File: config.mk
export PLATFORM = sky130hd
export DESIGN_NAME = frame_writer
export DESIGN_NICKNAME = d
export VERILOG_FILES = /design/src/rtl/frame_writer_pkg.sv /design/src/rtl/frame_writer_pixel_pattern.sv /design/src/rtl/frame_writer.sv
export SDC_FILE = /design/constraint.sdc
export NUM_CORES = 1
export LEC_CHECK = 0
export BUFFER_PORTS_ARGS = -buffer_cell sky130_fd_sc_hd__clkbuf_2
export CORE_MARGIN = 2
export CORE_UTILIZATION = 61
export CTS_BUF_LIST = sky130_fd_sc_hd__clkbuf_4 sky130_fd_sc_hd__clkbuf_8
export DETAILED_ROUTE_END_ITERATION = 10
export GPL_ROUTABILITY_DRIVEN = 0
export PLACE_DENSITY_LB_ADDON = 0.25
export SLEW_MARGIN = 20
export SYNTH_ARGS = -nofsm -noshare
export SYNTH_HDL_FRONTEND = slang
export SYNTH_HIERARCHICAL = 1
export SYNTH_SLANG_ARGS = --single-unit
export TNS_END_PERCENT = 10
File: constraint.sdc
create_clock -name clk -period 3.6 [get_ports clk]
set_clock_uncertainty 0.05 [all_clocks]
set_input_delay 0.36 -clock clk [delete_from_list [all_inputs] [get_ports clk]]
set_output_delay 0.36 -clock clk [all_outputs]
set_load 0.05 [all_outputs]
File: src/rtl/frame_writer_pkg.sv
// Shared types and constants for the LED frame writer.
package frame_writer_pkg;

  typedef enum logic [2:0] {
    ST_IDLE,
    ST_WRITE,
    ST_FLUSH_REQ,
    ST_FLUSH_WAIT,
    ST_GAP
  } state_e;

  localparam int BYTES_PER_LED = 3;
  localparam int CH_OFFSET     = 85;

endpackage

File: src/rtl/frame_writer_pixel_pattern.sv
// Colour generator: one byte per (led, channel), phase-shifted by the frame count.
module pixel_pattern
  import frame_writer_pkg::*;
#(
  parameter int LED_STEP = 10
) (
  input  logic [7:0] led_i,
  input  logic [1:0] ch_i,
  input  logic [7:0] frame_count_i,
  output logic [7:0] data_o
);

  localparam logic [7:0] STEP8   = 8'(LED_STEP);
  localparam logic [7:0] CH_OFF8 = 8'(CH_OFFSET);

  logic [7:0] led_term;
  logic [7:0] ch_term;

  // All terms are evaluated in 8 bits so the wrap is mod 256 for free.
  assign led_term = led_i * STEP8;
  assign ch_term  = {6'd0, ch_i} * CH_OFF8;
  assign data_o   = led_term + frame_count_i + ch_term;

endmodule

File: src/rtl/frame_writer.sv
// Streams one colour frame into a strip controller buffer, requests a flush, then idles.
module frame_writer
  import frame_writer_pkg::*;
#(
  parameter int NUM_LEDS      = 25,
  parameter int LED_STEP      = 10,
  parameter int GAP_CYCLES    = 100,
  parameter int FLUSH_TIMEOUT = 1024
) (
  input  logic       clk,
  input  logic       reset,
  input  logic       enable,
  input  logic       flushing,
  output logic       write_en,
  output logic [7:0] write_addr,
  output logic [7:0] write_data,
  output logic       flush,
  output logic [7:0] frame_count,
  output logic       busy,
  output logic       timeout
);

  localparam int TO_W  = $clog2(FLUSH_TIMEOUT + 1);
  localparam int GAP_W = $clog2(GAP_CYCLES + 1);

  localparam logic [7:0]       LAST_ADDR = 8'(BYTES_PER_LED * NUM_LEDS - 1);
  localparam logic [TO_W-1:0]  TO_LAST   = TO_W'(FLUSH_TIMEOUT - 1);
  localparam logic [GAP_W-1:0] GAP_LAST  = GAP_W'(GAP_CYCLES - 1);

  state_e           state_q, state_d;
  logic [7:0]       addr_q, addr_d;
  logic [7:0]       led_q, led_d;
  logic [1:0]       ch_q, ch_d;
  logic [TO_W-1:0]  to_cnt_q, to_cnt_d;
  logic [GAP_W-1:0] gap_cnt_q, gap_cnt_d;
  logic [7:0]       frame_count_q, frame_count_d;
  logic             timeout_q, timeout_d;
  logic [7:0]       pixel_data;

  pixel_pattern #(
    .LED_STEP(LED_STEP)
  ) u_pixel_pattern (
    .led_i        (led_q),
    .ch_i         (ch_q),
    .frame_count_i(frame_count_q),
    .data_o       (pixel_data)
  );

  always_comb begin
    state_d       = state_q;
    addr_d        = addr_q;
    led_d         = led_q;
    ch_d          = ch_q;
    to_cnt_d      = to_cnt_q;
    gap_cnt_d     = gap_cnt_q;
    frame_count_d = frame_count_q;
    timeout_d     = timeout_q;
    write_en      = 1'b0;
    flush         = 1'b0;
    busy          = 1'b1;

    case (state_q)
      ST_IDLE: begin
        busy = 1'b0;
        if (enable) begin
          state_d = ST_WRITE;
        end
      end

      ST_WRITE: begin
        write_en = 1'b1;
        if (addr_q == LAST_ADDR) begin
          state_d = ST_FLUSH_REQ;
          addr_d  = 8'd0;
          led_d   = 8'd0;
          ch_d    = 2'd0;
        end else begin
          addr_d = addr_q + 8'd1;
          // led/ch track addr/3 and addr%3 without a divider.
          if (ch_q == 2'd2) begin
            ch_d  = 2'd0;
            led_d = led_q + 8'd1;
          end else begin
            ch_d = ch_q + 2'd1;
          end
        end
      end

      ST_FLUSH_REQ: begin
        flush = 1'b1;
        if (flushing) begin
          state_d  = ST_FLUSH_WAIT;
          to_cnt_d = '0;
        end else if (to_cnt_q == TO_LAST) begin
          state_d       = ST_GAP;
          to_cnt_d      = '0;
          timeout_d     = 1'b1;
          frame_count_d = frame_count_q + 8'd1;
        end else begin
          to_cnt_d = to_cnt_q + TO_W'(1);
        end
      end

      ST_FLUSH_WAIT: begin
        if (!flushing) begin
          state_d       = ST_GAP;
          frame_count_d = frame_count_q + 8'd1;
        end
      end

      ST_GAP: begin
        if (gap_cnt_q == GAP_LAST) begin
          gap_cnt_d = '0;
          state_d   = enable ? ST_WRITE : ST_IDLE;
        end else begin
          gap_cnt_d = gap_cnt_q + GAP_W'(1);
        end
      end

      default: begin
        state_d = ST_IDLE;
      end
    endcase
  end

  always_ff @(posedge clk) begin
    if (!reset) begin
      state_q       <= ST_IDLE;
      addr_q        <= 8'd0;
      led_q         <= 8'd0;
      ch_q          <= 2'd0;
      to_cnt_q      <= '0;
      gap_cnt_q     <= '0;
      frame_count_q <= 8'd0;
      timeout_q     <= 1'b0;
    end else begin
      state_q       <= state_d;
      addr_q        <= addr_d;
      led_q         <= led_d;
      ch_q          <= ch_d;
      to_cnt_q      <= to_cnt_d;
      gap_cnt_q     <= gap_cnt_d;
      frame_count_q <= frame_count_d;
      timeout_q     <= timeout_d;
    end
  end

  // Data bus is forced to zero outside WRITE so idle/reset outputs read as 0.
  assign write_addr  = addr_q;
  assign write_data  = write_en ? pixel_data : 8'd0;
  assign frame_count = frame_count_q;
  assign timeout     = timeout_q;

endmodule

==> impl_metrics.json <==
{
  "antenna_found_initial": 0,
  "path_clk_slew_ns": 0.09,
  "grt_pass1_vias": 2436,
  "tightest_slew_ns": 0.746,
  "core_area_mm2": 0.00479,
  "ant_nets": 0,
  "dr.pass1.iters": 5,
  "crit_family": "adder cells",
  "final_core_util_pct": 72.9,
  "remaining_drc_errors": 0,
  "slew_violations": 0,
  "die_width_um": 75.1,
  "period_share_pct": 98.8,
  "startpoint_type": "flip-flop",
  "syn_to_final_growth_pct": 13.3,
  "hold_path_depth": 3,
  "fmax_mhz": 281,
  "syn_area_mm2": 0.00308,
  "powerDensity_mw_per_mm2": 394,
  "post-dp-hpwl_um": 4570,
  "num_rows": 25,
  "wl_um": 6260,
  "maxSlewHeadroom_pct": 50.2,
  "regToRegStartpoint": "state_q[0]$_SDFFE_PN0P_",
  "dr.first_iter.drc_count": 172,
  "worst-r2r-setup-slack_ns": 1.45,
  "diodes": 0,
  "ios": 32,
  "crit_top_cell": "ha_4",
  "power_leakage_nw": 1.51,
  "cts_root_buffer": "clkbuf_8",
  "setup_viol": 0,
  "place_ws_ns": 0.0331,
  "outcome": "completed",
  "worst-r2r-cell-count": 6,
  "crit_slowest_cell": "fa_1",
  "syn_inst": 351,
  "syn_nets": 388,
  "clock_latency_ns": 0.30,
  "cpPeakStageDelay_ns": 0.51,
  "grt_pass1_wl_um": 10800,
  "worstPathCellList": "ha_4 > ha_4 > fa_2 > xnor2_2 > fa_1 > inv_2 > ha_4 > a21oi_2 > nand2_1 > a31oi_2 > xnor2_1 > and2_1 > buf_8",
  "grt-ovfl-total": 0,
  "period_needed_ns": 3.56,
  "die-area_mm2": 0.00563,
  "vias": 2534,
  "cp_num_buf_inv": 2,
  "tritoncts": "yes",
  "critPathArrivalTime_ns": 3.15,
  "drive_above_1_share_pct": 20.3,
  "port-buffer-count": 31,
  "nets": 422,
  "avgSynthCellArea_um2": 8.78,
  "min_delay_worst_endpoint": "state_q[0]$_SDFFE_PN0P_",
  "peakVddDrop_mv": 0.445,
  "wl_per_cell_um": 13.8,
  "clock_path_buffers": 2,
  "via_per_inst": 5.61,
  "htreeDepth": 2,
  "hp-class": "primary input to flip-flop",
  "grt_usage_pct": 24.5,
  "hp-start": "enable",
  "ys.warnings.count": 6,
  "cts_inserted_buffers": 5,
  "maxCapViolations": 0,
  "rsz0062_at_grt": "true",
  "cp_max_fo": 3,
  "criticalPathCategory": "flip-flop to output port",
  "clkSinkCount": 47,
  "cp.required_ns": 3.19,
  "r2r_end": "led_q[5]$_SDFFE_PN0P_",
  "die_h_um": 75.1,
  "start_util_pct": 64.4,
  "cp-end-kind": "output port",
  "timing.final.hold_violations": 0,
  "setup_ws_ns": 0.0447,
  "grt_max_degree": 23
}
## worst max-delay path by stage
stage                                     start             to  slack, ns  depth (start not counted)
final                     led_q[3]$_SDFFE_PN0P_  write_data[7]       0.04                         13
after global routing      led_q[3]$_SDFFE_PN0P_  write_data[7]      -0.05                         13
after CTS                 led_q[3]$_SDFFE_PN0P_  write_data[7]      0.007                         13
after detailed placement  led_q[1]$_SDFFE_PN0P_  write_data[7]       0.03                         13
after global placement    led_q[1]$_SDFFE_PN0P_  write_data[7]       0.13                         13
after floorplan           led_q[1]$_SDFFE_PN0P_  write_data[7]       0.07                         12
## what timing repair did
| item | 4_1_cts | 5_1_grt |
|---|---|---|
| gates resized for setup | 15 | 6 |
| setup endpoints to repair | 2 | 2 |
| buffers inserted | 1 | 0 |
| hold buffers | 0 | 0 |
| pin swaps | 7 | 7 |
## per-layer routing
layer / part of all wire [%] / global-route usage (%) / wire length, um
met4: 0.96 / 5.56 / 60
met3: 3.6 / 4.69 / 227
met2: 48 / 42.4 / 3010
met1: 47 / 31.7 / 2950
met5: 0 / 0 / 0
## layout make-up
class / instances / area [um2]
clock buffers: 6 / 82.6
clock inverters: 1 / 8.76
fillers: 372 / 1300
inverters: 32 / 125
multi-input cells: 262 / 2030
flip-flops and latches: 47 / 946
well taps: 67 / 83.8
repair buffers: 37 / 210
## cell usage in the layout (no fill, tap or decap), types with 9 or more instances in the layout
master     n
dfxtp_1   43
clkbuf_2  30
nand3_1   15
and2_1    11
xor2_1     9
inv_1     28
xnor2_1   20
a21oi_1   19
nor2_1    36
ha_1      19
nand2_1   22
## worst register-to-register path, delay by kind of cell, from the launching register on
kind / cells / cell delay, ns
AND/OR/NAND/NOR: 4 / 1.05
flip-flops: 1 / 0.54
buffers and inverters: 1 / 0.26
XOR/XNOR: 1 / 0.16
## state kept, by name, summed over array words and instances (netlist names)
name,count
to_cnt_q,11
timeout,1
ch_q,2
gap_cnt_q,7
frame_count,8
state_q,3
led_q,7
write_addr,8
## power breakdown
| group | leakage, nW | switching (mW) | internal, mW |
|---|---|---|---|
| Clock | 0.0477 | 0.174 | 0.155 |
| Sequential | 0.381 | 0.0471 | 0.546 |
| Combinational | 1.08 | 0.312 | 0.140 |
## through the flow
stage	hold WS (ns)	cell area [um2]	power, mW	TNS (ns)	std cells
detailed placement	0.415	3290	1.04	0	444
finish	0.302	3490	1.37	0	452
global route	0.328	3490	1.45	-0.0470	452
floorplan	0.390	3080	0.970	0	351
CTS	0.298	3470	1.38	0	452
global placement	0.406	3290	1.02	0	444
Power figures use the tool's default switching activity.
